File: config.mk
export PLATFORM = sky130hd
export DESIGN_NAME = mest_pro_out_sequencer
export DESIGN_NICKNAME = d
export VERILOG_FILES = /design/src/rtl/mest_pro_out_sequencer.sv
export SDC_FILE = /design/constraint.sdc
export NUM_CORES = 1
export LEC_CHECK = 0
export BUFFER_PORTS_ARGS = -buffer_cell sky130_fd_sc_hd__clkbuf_2
export CAP_MARGIN = 5
export CORE_ASPECT_RATIO = 1.1
export CORE_MARGIN = 2
export CORE_UTILIZATION = 32
export CTS_CLUSTER_DIAMETER = 80
export DETAILED_ROUTE_END_ITERATION = 10
export MAX_ROUTING_LAYER = met4
export PLACE_DENSITY_LB_ADDON = 0.25
export SLEW_MARGIN = 20
export SYNTH_ARGS = -nofsm -noshare
export SYNTH_HDL_FRONTEND = slang
export SYNTH_SLANG_ARGS = --single-unit
File: constraint.sdc
create_clock -name clk -period 3.5 [get_ports clk]
set_clock_uncertainty 0.05 [all_clocks]
set_input_delay 0.175 -clock clk [delete_from_list [all_inputs] [get_ports clk]]
set_output_delay 0.175 -clock clk [all_outputs]
set_load 0.1 [all_outputs]
File: src/rtl/mest_pro_out_sequencer.sv
// Output sequencer: buffers core words and plays them
// nibble by nibble into the 7-segment decoder stage.
module mest_pro_out_sequencer #(
  parameter int MEM_WIDTH    = 16,
  parameter int FIFO_DEPTH   = 4,
  parameter int DWELL_CYCLES = 1000,
  parameter int GAP_CYCLES   = 100,
  localparam int NUM_DIGITS  = MEM_WIDTH / 4,
  localparam int CNT_W       = $clog2(FIFO_DEPTH + 1)
) (
  input  logic                  clk,
  input  logic                  rst_n,
  input  logic                  i_wr_valid,
  input  logic [MEM_WIDTH-1:0]  i_wr_data,
  output logic                  o_wr_ready,
  output logic [MEM_WIDTH-1:0]  o_mem_val,
  output logic                  o_output_enable,
  output logic [NUM_DIGITS-1:0] o_digit_sel,
  output logic                  o_busy,
  output logic [CNT_W-1:0]      o_fifo_count
);

  localparam int AW   = $clog2(FIFO_DEPTH);
  localparam int IW   = (NUM_DIGITS > 1) ? $clog2(NUM_DIGITS) : 1;
  localparam int TMAX = (DWELL_CYCLES > GAP_CYCLES) ? DWELL_CYCLES : GAP_CYCLES;
  localparam int TW   = $clog2(TMAX + 1);

  localparam logic [TW-1:0] DWELL_LAST = TW'(DWELL_CYCLES - 1);
  localparam logic [TW-1:0] GAP_LAST   =
    TW'((GAP_CYCLES > 0) ? GAP_CYCLES - 1 : 0);
  localparam logic [IW-1:0] IDX_TOP    = IW'(NUM_DIGITS - 1);

  typedef enum logic [1:0] {
    S_IDLE,
    S_SHOW,
    S_GAP
  } state_t;

  logic [MEM_WIDTH-1:0] mem [FIFO_DEPTH];
  logic [AW-1:0]        wr_ptr;
  logic [AW-1:0]        rd_ptr;
  logic [CNT_W-1:0]     count;
  logic                 push;
  logic                 pop;
  logic                 adv;

  state_t               state_q, state_d;
  logic [MEM_WIDTH-1:0] word_q, word_d;
  logic [IW-1:0]        idx_q, idx_d;
  logic [TW-1:0]        tmr_q, tmr_d;

  logic                  oe_d;
  logic [MEM_WIDTH-1:0]  val_d;
  logic [NUM_DIGITS-1:0] sel_d;
  logic [3:0]            nib;

  assign o_wr_ready   = (count != CNT_W'(FIFO_DEPTH));
  assign push         = i_wr_valid && o_wr_ready;
  assign o_fifo_count = count;
  assign o_busy       = (state_q != S_IDLE);

  // FIFO storage, written only on an accepted push
  always_ff @(posedge clk) begin
    if (push) mem[wr_ptr] <= i_wr_data;
  end

  // FIFO pointers and occupancy
  always_ff @(posedge clk) begin
    if (!rst_n) begin
      wr_ptr <= '0;
      rd_ptr <= '0;
      count  <= '0;
    end else begin
      if (push) wr_ptr <= wr_ptr + AW'(1);
      if (pop)  rd_ptr <= rd_ptr + AW'(1);
      unique case ({push, pop})
        2'b10:   count <= count + CNT_W'(1);
        2'b01:   count <= count - CNT_W'(1);
        default: count <= count;
      endcase
    end
  end

  // FSM state, current word, nibble index and phase timer
  always_ff @(posedge clk) begin
    if (!rst_n) begin
      state_q <= S_IDLE;
      word_q  <= '0;
      idx_q   <= '0;
      tmr_q   <= '0;
    end else begin
      state_q <= state_d;
      word_q  <= word_d;
      idx_q   <= idx_d;
      tmr_q   <= tmr_d;
    end
  end

  // Next-state: phase timing, nibble stepping and word pops
  always_comb begin
    state_d = state_q;
    word_d  = word_q;
    idx_d   = idx_q;
    tmr_d   = tmr_q;
    pop     = 1'b0;
    adv     = 1'b0;
    unique case (state_q)
      S_IDLE: begin
        if (count != '0) begin
          pop     = 1'b1;
          word_d  = mem[rd_ptr];
          idx_d   = IDX_TOP;
          tmr_d   = '0;
          state_d = S_SHOW;
        end
      end
      S_SHOW: begin
        if (tmr_q == DWELL_LAST) begin
          tmr_d = '0;
          if (GAP_CYCLES != 0) state_d = S_GAP;
          else adv = 1'b1;
        end else begin
          tmr_d = tmr_q + TW'(1);
        end
      end
      S_GAP: begin
        if (tmr_q == GAP_LAST) begin
          tmr_d = '0;
          adv   = 1'b1;
        end else begin
          tmr_d = tmr_q + TW'(1);
        end
      end
      default: state_d = S_IDLE;
    endcase
    if (adv) begin
      if (idx_q != '0) begin
        idx_d   = idx_q - IW'(1);
        state_d = S_SHOW;
      end else if (count != '0) begin
        pop     = 1'b1;
        word_d  = mem[rd_ptr];
        idx_d   = IDX_TOP;
        state_d = S_SHOW;
      end else begin
        state_d = S_IDLE;
      end
    end
  end

  // Output decode from next state so registered outputs track the FSM
  always_comb begin
    oe_d  = (state_d == S_SHOW);
    nib   = word_d[{idx_d, 2'b00} +: 4];
    val_d = oe_d ? MEM_WIDTH'(nib) : '0;
    sel_d = (state_d == S_IDLE) ? '0 : (NUM_DIGITS'(1) << idx_d);
  end

  // Registered decoder-facing outputs
  always_ff @(posedge clk) begin
    if (!rst_n) begin
      o_output_enable <= 1'b0;
      o_mem_val       <= '0;
      o_digit_sel     <= '0;
    end else begin
      o_output_enable <= oe_d;
      o_mem_val       <= val_d;
      o_digit_sel     <= sel_d;
    end
  end

endmodule

=== Word level (Yosys, flattened, before mapping) ===
Memories as Yosys holds them, arrays and structs flattened. A register that Yosys moved wholly into a read port is not among the register bits.
Cells that the tools add are included.

* Add/subtract/negate cells: 6
* Equal/unequal tests: 9
* Shifts and indexed selects: 2
* Mux-type cells: 32
* Bitwise operators: 1
* Reductions and logical operators: 11

{| class="wikitable"
|+ Operator list
! cell !! number
|-
| $mux W16 || 5
|-
| $mux W10 || 3
|-
| $pmux W10 S3 || 1
|-
| $mux W2 || 10
|-
| $shiftx A16 B5 Y4 || 1
|-
| $mux W1 || 11
|-
| $add A10 B1 Y10 const B || 1
|-
| $eq A10 B10 Y1 const B || 1
|-
| $eq A10 B7 Y1 const B || 1
|-
| $eq A2 B1 Y1 const B || 3
|-
| $pmux W2 S3 || 1
|-
| $pmux W3 S2 || 1
|-
| $reduce_bool A2 Y1 || 3
|-
| $reduce_bool A3 Y1 || 2
|-
| $add A2 B1 Y2 const B || 2
|-
| $eq A2 B2 Y1 const B || 2
|-
| $logic_not A2 Y1 || 2
|-
| $reduce_and A2 Y1 || 2
|-
| $shl A1 B2 Y4 const A || 1
|-
| $add A3 B1 Y3 const B || 1
|-
| $ne A3 B3 Y1 const B || 1
|-
| $sub A3 B1 Y3 const B || 1
|-
| $ne A2 B2 Y1 const B || 1
|-
| $reduce_or A2 Y1 || 1
|-
| other kinds (3) || 3
|}

* Register bits: 58
* Memory bits (writable): 64
* Word-level logic and storage cells: 73
* Memories: 1

{| class="wikitable"
|+ Memories
! memory !! depth !! bits a word !! read ports !! clocked after memory_dff !! wr ports !! RTL line !! text
|-
| mem || 4 || 16 || 1 || 1 || 1 || 39 || <nowiki>logic [MEM_WIDTH-1:0] mem [FIFO_DEPTH];</nowiki>
|}

=== Longest topological paths before layout ===
Gate-level depths: netlist of the first run.

* Depth in word-level cells: 8
* Mapped depth: 13
* Gate-level depth less buffers: 12

=== Worst setup path before layout of the first run ===
No wires, ideal clock.

* Kind: register to register
* Start: register count[2], in the netlist o_fifo_count[2]
* End: register count[2], in the netlist o_fifo_count[2]
* Library setup time: 76 ps
* Data arrival time: 3848 ps
* Required time: 3374 ps
* Path slack: -474 ps
* Cell stages (with the launch flop): 10
* Cells stage by stage: dfxtp_1 nand3_1 and2_1 inv_1 ha_1 inv_1 fa_1 xor2_1 or3_1 a21boi_0

{| class="wikitable"
|+ RTL lines
! element !! RTL line !! text
|-
| start: declaration || 42 || <nowiki>logic [CNT_W-1:0] count;</nowiki>
|-
| start signal: assignment || 77 || <nowiki>2'b10: count <= count + CNT_W'(1);</nowiki>
|-
| start signal: assignment || 78 || <nowiki>2'b01: count <= count - CNT_W'(1);</nowiki>
|-
| start signal: assignment || 79 || <nowiki>default: count <= count;</nowiki>
|-
| $ne A3 B3 Y1 (*) || 57 || <nowiki>assign o_wr_ready = (count != CNT_W'(FIFO_DEPTH));</nowiki>
|-
| via o_wr_ready || 15 || <nowiki>output logic o_wr_ready,</nowiki>
|-
| $logic_and A1 B1 Y1 (*) || 58 || <nowiki>assign push = i_wr_valid && o_wr_ready;</nowiki>
|-
| $eq A2 B1 Y1 or $eq A2 B2 Y1 (tied branches) || 76 || <nowiki>unique case ({push, pop})</nowiki>
|-
| $pmux W3 S2 or $reduce_bool A2 Y1 (tied branches) || -- ||
|}

Mark *: on every way through the listed nets, which the timed path passes. The rest lies on a longest branch.
A chain may end at the register's enable or synchronous reset.

=== Final worst setup path of the first run ===
* Start: register tmr_q[0]
* End: register count[2], in the netlist o_fifo_count[2]

* Word-level cells in the longest chain between the ends: 6

{| class="wikitable"
|+ RTL lines
! element !! RTL line !! text
|-
| start: declaration || 50 || <nowiki>logic [TW-1:0] tmr_q, tmr_d;</nowiki>
|-
| start signal: assignment || 95 || <nowiki>tmr_q <= tmr_d;</nowiki>
|-
| $eq A10 B7 Y1 (*) || 127 || <nowiki>if (tmr_q == GAP_LAST) begin</nowiki>
|-
| $mux W1 (*) || 127 ||
|-
| $mux W1 (*) || -- ||
|-
| $mux W1 (*) || 136 || <nowiki>if (adv) begin</nowiki>
|-
| $eq A2 B1 Y1 or $eq A2 B2 Y1 (tied branches) || 76 ||
|-
| $pmux W3 S2 or $reduce_bool A2 Y1 (tied branches) || -- ||
|}

Every way passes the cells marked *; elsewhere a longest branch is shown, timed or not.

==> impl_metrics.toml, run 1 <==
[outcome]
outcome = "finished, final reports clean"

[place]
dpl.hpwl_um = 6020
placed_cell_area_um2 = 5080
numPortBuffers = 32
place.gp.congestion = 0.794

[sta]
clock.fmax_mhz = 336
tns_ps = 0
hold_viol_final = 0
drv_slew = 0
worst_pin_slew_ps = 980
period_needed_ps = 2980
whs_ps = 20.7
relSlewSlack = 0.346
post-route-period-util = 0.851
setup_viol = 0
rsz0062_at_grt = "no"

[synth]
synth-main-ff-cell = "edfxtp_1"
ys_seq_elements = 112
yosys.area.top_type = "edfxtp_1"
syn_inst = 341
ys_top_cells_by_area = "edfxtp_1 40%, dfxtp_1 20%, mux4_2 7.6%"
syn_area_um2 = 4760
synth_edf_count = 64
synth_warnings = 0
yosysSeqAreaShare = 0.606
async_flop_share = 0
yosysUniqueCellTypes = 57
yosysTopAreaCellShare = 0.404
avgSynthCellArea_um2 = 13.9

[power_and_ir_drop]
powerDensity_nw_per_um2 = 865
p_leak_nw = 1.98
ir_drop_v = 0.000294
finalPower_w = 0.00477

[cts]
path_clk_slew_ps = 70
h-tree-depth = 3
cts_sinks = 112
ctsResizeCount = 0
tritoncts = "done"
clock-root-buffer = "clkbuf_16"
ctsLongestPathBuffers = 2
clk_latency_ps = 350
cts_buffers = 9

[routing]
postRouteAntennaNets = 0
drt-initial-drc-count = 135
firstDrtPassIters = 4
vias = 2767
drc_errors = 0
routed_via_density = 4.71
wire_per_inst_um = 15.4
drt-total-wl_um = 9040

[die]
die_y_um = 132
io_pins = 45
die_x_um = 120
die_area_um2 = 15900
start_util = 0.328
rows = 46
core_um2 = 14500

[cells_and_area]
nets = 420
stdcell_area_um2 = 5510
fill_cells = 1367
area_growth_pct = 15.9
drive_above_1_share = 0.208
antennaDiodeCount = 0

[grt]
grt_max_degree = 35
grt_pass1_wl_um = 14700
grt_usage = 0.125
grt_overflow = 0
antenna_found_initial = 0
grt_pass1_vias = 2806

[critical_path]
critical_path_required_ps = 3720
crit_fanout = 19
end_kind = "register"
worstSetupPathType = "register to register"
crit_arrival_ps = 3200
critPathLaunchType = "register"

[worst_hold_path]
hold_class = "input port to register"

[run]
cap_violations = 0
==> through the flow <==
stage | util | std cells | worst slack (ps)
after floorplan | - | 352 | 258
after global placement | 0.350 | 557 | 641
after detailed placement | 0.350 | 557 | 520
after CTS | 0.380 | 587 | 493
after global routing | 0.380 | 587 | 305
final | 0.380 | 587 | 522
==> worst max-delay path, cell delays in order (launching register included) <==
cell      delay (ps)
dfxtp_1          390
ha_1             250
nor4b_4          390
and4_4           310
o21ai_4           90
inv_8            170
ha_1             210
inv_1             60
fa_1             370
xor2_1           150
or3_1            300
a21boi_0         170
==> cells in the final DEF (no fill, tap or decap), types with 3 or more instances in the layout <==
master	Yosys	final
edfxtp_1	64	64
nor2b_1	13	13
a21boi_0	4	4
dlygate4sd3_1	0	14
xnor2_1	6	6
clkbuf_16	0	9
and3_1	5	5
mux4_2	16	16
or3_1	4	4
mux2_2	7	7
nand2b_1	3	3
o21ai_0	12	12
ha_1	10	10
nor3_1	4	4
clkbuf_2	0	32
mux2i_1	11	11
conb_1	1	12
inv_1	11	11
a21oi_1	7	7
dfxtp_1	48	48
clkinv_2	0	3
nor2_1	16	16
and2_1	15	15
nand2_1	15	15
nand4_1	4	4
xor2_1	7	7
==> layout make-up <==
cell class	instances	area (um2)	area share
Multi-Input combinational cell	207	1730	0.314
Inverter	12	52.6	0.00954
Clock buffer	12	246	0.0447
Sequential cell	112	2880	0.523
Tap cell	192	240	0.0436
Timing Repair Buffer	48	315	0.0572
Clock inverter	4	45.0	0.00817
==> final timing paths <==
check        cells after the start               to  slack [ps]    startpoint
max                             11  o_fifo_count[2]         520      tmr_q[0]
min                              1        mem[2][3]          20  i_wr_data[3]
max reg2reg                     11  o_fifo_count[2]         520      tmr_q[0]
min reg2reg                      2         tmr_q[1]         460      tmr_q[1]
==> report_power, final <==
part	switching, W	internal (W)	total, W	leakage (nW)
combinational	0.00129	0.000698	0.00199	0.858
clock	0.000437	0.000571	0.00101	0.146
sequential	0.000125	0.00164	0.00177	0.980
total	0.00185	0.00291	0.00477	1.98
==> synthesized netlist by cell type (all sizes together) (2+ instances only) <==
| library cell | count |
|---|---|
| mux2i | 12 |
| and3 | 5 |
| nor2 | 16 |
| o21a | 2 |
| edfxtp | 64 |
| nor3 | 4 |
| clkbuf | 4 |
| nand3 | 4 |
| nand2 | 15 |
| and4 | 2 |
| o21ai | 14 |
| mux2 | 8 |
| a31oi | 2 |
| xnor2 | 6 |
| mux4 | 16 |
| dfxtp | 48 |
| xor2 | 7 |
| a21boi | 4 |
| nand2b | 3 |
| nor3b | 2 |
| a211oi | 2 |
| a22o | 2 |
| buf | 17 |
| a21oi | 7 |
| inv | 12 |
| or3 | 4 |
| and2 | 15 |
| nor2b | 13 |
| ha | 10 |
| nand4 | 4 |
==> timing repair <==
item,CTS,global route
buffers inserted,0,0
hold endpoints to repair,56,0
hold buffers,14,0
==> routing by layer <==
| layer | track usage | wire length [um] | vias up |
|---|---|---|---|
| met5 | - | 0 | - |
| met2 | 0.198 | 4530 | 44 |
| met4 | 0.0581 | 175 | 0 |
| met1 | 0.153 | 4070 | 1383 |
| li1 | - | - | 1328 |
| met3 | 0.0255 | 266 | 12 |
==> registers in the layout, indices dropped and copies added, names as in the netlist, named ones only <==
register / count
o_digit_sel: 4
tmr_q: 10
word_q: 16
idx_q: 2
wr_ptr: 2
rd_ptr: 2
o_mem_val: 4
mem: 64
o_output_enable: 1
o_fifo_count: 3
state_q: 2
==> kinds of logic (layout without fill, tap and decap cells) <==
family	count (synthesis)	in the layout	share of synthesized area
xor+xnor	13	13	0.0239
simple gates	91	91	0.110
flops	112	112	0.606
mux	36	36	0.122
other cells	1	12	0.000789
buf+inv	33	76	0.0418
fa+ha+maj	11	11	0.0305
compound gates	44	44	0.0655
(Power assumes the default switching activity.)
==> inputs of run 2 (changes only) <==
--- a/config.mk
+++ b/config.mk
@@ -9,7 +9,7 @@
 export CAP_MARGIN = 5
 export CORE_ASPECT_RATIO = 1.1
 export CORE_MARGIN = 2
-export CORE_UTILIZATION = 32
+export CORE_UTILIZATION = 59
 export CTS_CLUSTER_DIAMETER = 80
 export DETAILED_ROUTE_END_ITERATION = 10
 export MAX_ROUTING_LAYER = met4
==> run 2 against run 1 <==
Against the previous run: core utilization increased by 30 points; setup slack better by 18 ps; routed wire length is 9.2% lower; non-clock buffer count grew 1; critical path depth did not move; die area down 45%; clock-buffer cell count down 3; final area down 3.2%; register-to-register slack improved by 20 ps; critical path type unchanged; highest routed layer unchanged.
==> impl_metrics.toml, run 2 (synthesized netlist as in run 1, its figures left out) <==
[routing]
drc_errors = 0
firstDrtPassIters = 5
vias = 2751
drt-initial-drc-count = 181
drt-total-wl_um = 8210
routed_via_density = 5.46
wire_per_inst_um = 16.3
postRouteAntennaNets = 0

[sta]
setup_viol = 0
drv_slew = 0
timing.final.ws_setup_ps = 540
period_needed_ps = 2960
whs_ps = 215
tns_ps = 0
post-route-period-util = 0.846
clock.fmax_mhz = 338
hold_viol_final = 0
rsz0062_at_grt = "no"
relSlewSlack = 0.405
worst_pin_slew_ps = 892

[grt]
grt_usage = 0.213
grt_overflow = 0
antenna_found_initial = 0
grt_max_degree = 35
grt_pass1_vias = 2760
grt_pass1_wl_um = 13500

[worst_hold_path]
hold_class = "input port to register"
hold_start = "i_wr_valid"
hold_path_end = "wr_ptr[1]"
min_delay_path_depth = 4

[run]
cap_violations = 0

[critical_path]
critPathLaunch = "tmr_q[0]"
ff2ff_path_depth = 11
crit_arrival_ps = 3220
critPathMostFrequentCell = "ha_1"
r2r_end = "o_fifo_count[2]"
cpPeakStageDelay_ps = 410
end_kind = "register"
crit_fanout = 19
r2r_setup_slack_ps = 540
critical_path_required_ps = 3760
path_cells = "ha_1 > nor4b_4 > and4_4 > o21ai_4 > inv_8 > ha_1 > inv_1 > fa_1 > xor2_1 > or3_1 > a21boi_0"
critPathLaunchType = "register"
worstSetupPathType = "register to register"
r2r_start = "tmr_q[0]"
critical_path.slowest_cell = "dfxtp_1"

[die]
io_pins = 45
die_y_um = 98.2
die_area_um2 = 8800
die_x_um = 89.6
core_um2 = 7870
rows = 34
start_util = 0.604

[cells_and_area]
drive_above_1_share = 0.210
largest_reg_flops = 64
antennaDiodeCount = 0
stdcell_area_um2 = 5340
fill_cells = 584
final_cell_mix = "64 x edfxtp_1, 48 x dfxtp_1, 32 x clkbuf_2"
area_growth_pct = 12.2
nets = 421
top_regs = "mem x64, word_q x16, tmr_q x10"
regMostFlops = "mem"
final_common_cell = "edfxtp_1"

[power_and_ir_drop]
p_leak_nw = 1.95
finalPower_w = 0.00453
ir_drop_v = 0.000353
powerDensity_nw_per_um2 = 849

[place]
dpl.hpwl_um = 5680
placed_cell_area_um2 = 4970
numPortBuffers = 32
place.gp.congestion = 0.796
place_ws_ps = 585

[cts]
path_clk_slew_ps = 110
clock-root-buffer = "clkbuf_8"
tritoncts = "done"
cts_setup_buffers = 0
clk_latency_ps = 380
cts_buffers = 9
h-tree-depth = 3
cts_sinks = 112
ctsLongestPathBuffers = 2

[outcome]
outcome = "finished, final reports clean"
-- run 2: cell count changes in the layout (fill, tap and decap cells not counted), moves of 2 or more --
cell / delta
clkbuf_8: +8
dlygate4sd3_1: +2
clkbuf_1: -2
inv_6: +3
clkinv_2: -2
clkbuf_16: -9
-- run 2: where the power goes --
part	total (W)	internal [W]	switching, W
clock	0.000789	0.000345	0.000444
combinational	0.00196	0.000692	0.00127
sequential	0.00178	0.00164	0.000144
total	0.00453	0.00268	0.00186
-- run 2: worst max path at each step --
stage                     slack, ps               to  cells after the start
after floorplan                 260  o_fifo_count[2]                      9
after global placement          680  o_fifo_count[2]                     11
after detailed placement        580  o_fifo_count[2]                     11
after CTS                       560  o_fifo_count[2]                     11
after global routing            340  o_fifo_count[2]                     11
final                           540  o_fifo_count[2]                     11
-- run 2: per-stage QoR --
stage	utilization	std cells
floorplan	-	352
global placement	0.631	472
detailed placement	0.631	472
CTS	0.678	504
global route	0.678	504
finish	0.678	504
-- run 2: layout make-up --
type / count / area (um2) / area share
flip-flops and latches: 112 / 2880 / 0.540
multi-input cells: 207 / 1730 / 0.324
repair buffers: 49 / 328 / 0.0614
well taps: 108 / 135 / 0.0253
clock buffers: 9 / 124 / 0.0232
clock inverters: 7 / 86.3 / 0.0162
inverters: 12 / 52.6 / 0.00985
-- run 2: routing by layer --
metal	vias up	track usage	share of wire
met5	-	-	0
met4	0	0.0827	0.017
met3	11	0.0465	0.039
met2	66	0.324	0.50
met1	1338	0.279	0.44
li1	1336	-	-
-- run 2: what timing repair did --
action | in CTS | in global routing
resized for setup | 0 | 0
endpoints found under the hold margin | 64 | 0
hold buffers | 16 | 0
-- run 2: critical path, delay by kind of cell, from the launching register on --
family / cells / cell delay [ps]
and+or+nand+nor: 3 / 980
DFF: 1 / 410
AOI/OAI and AO/OA: 2 / 250
buffers and inverters: 2 / 230
xor gates and xnor gates: 1 / 160
adders and majority gates: 3 / 820
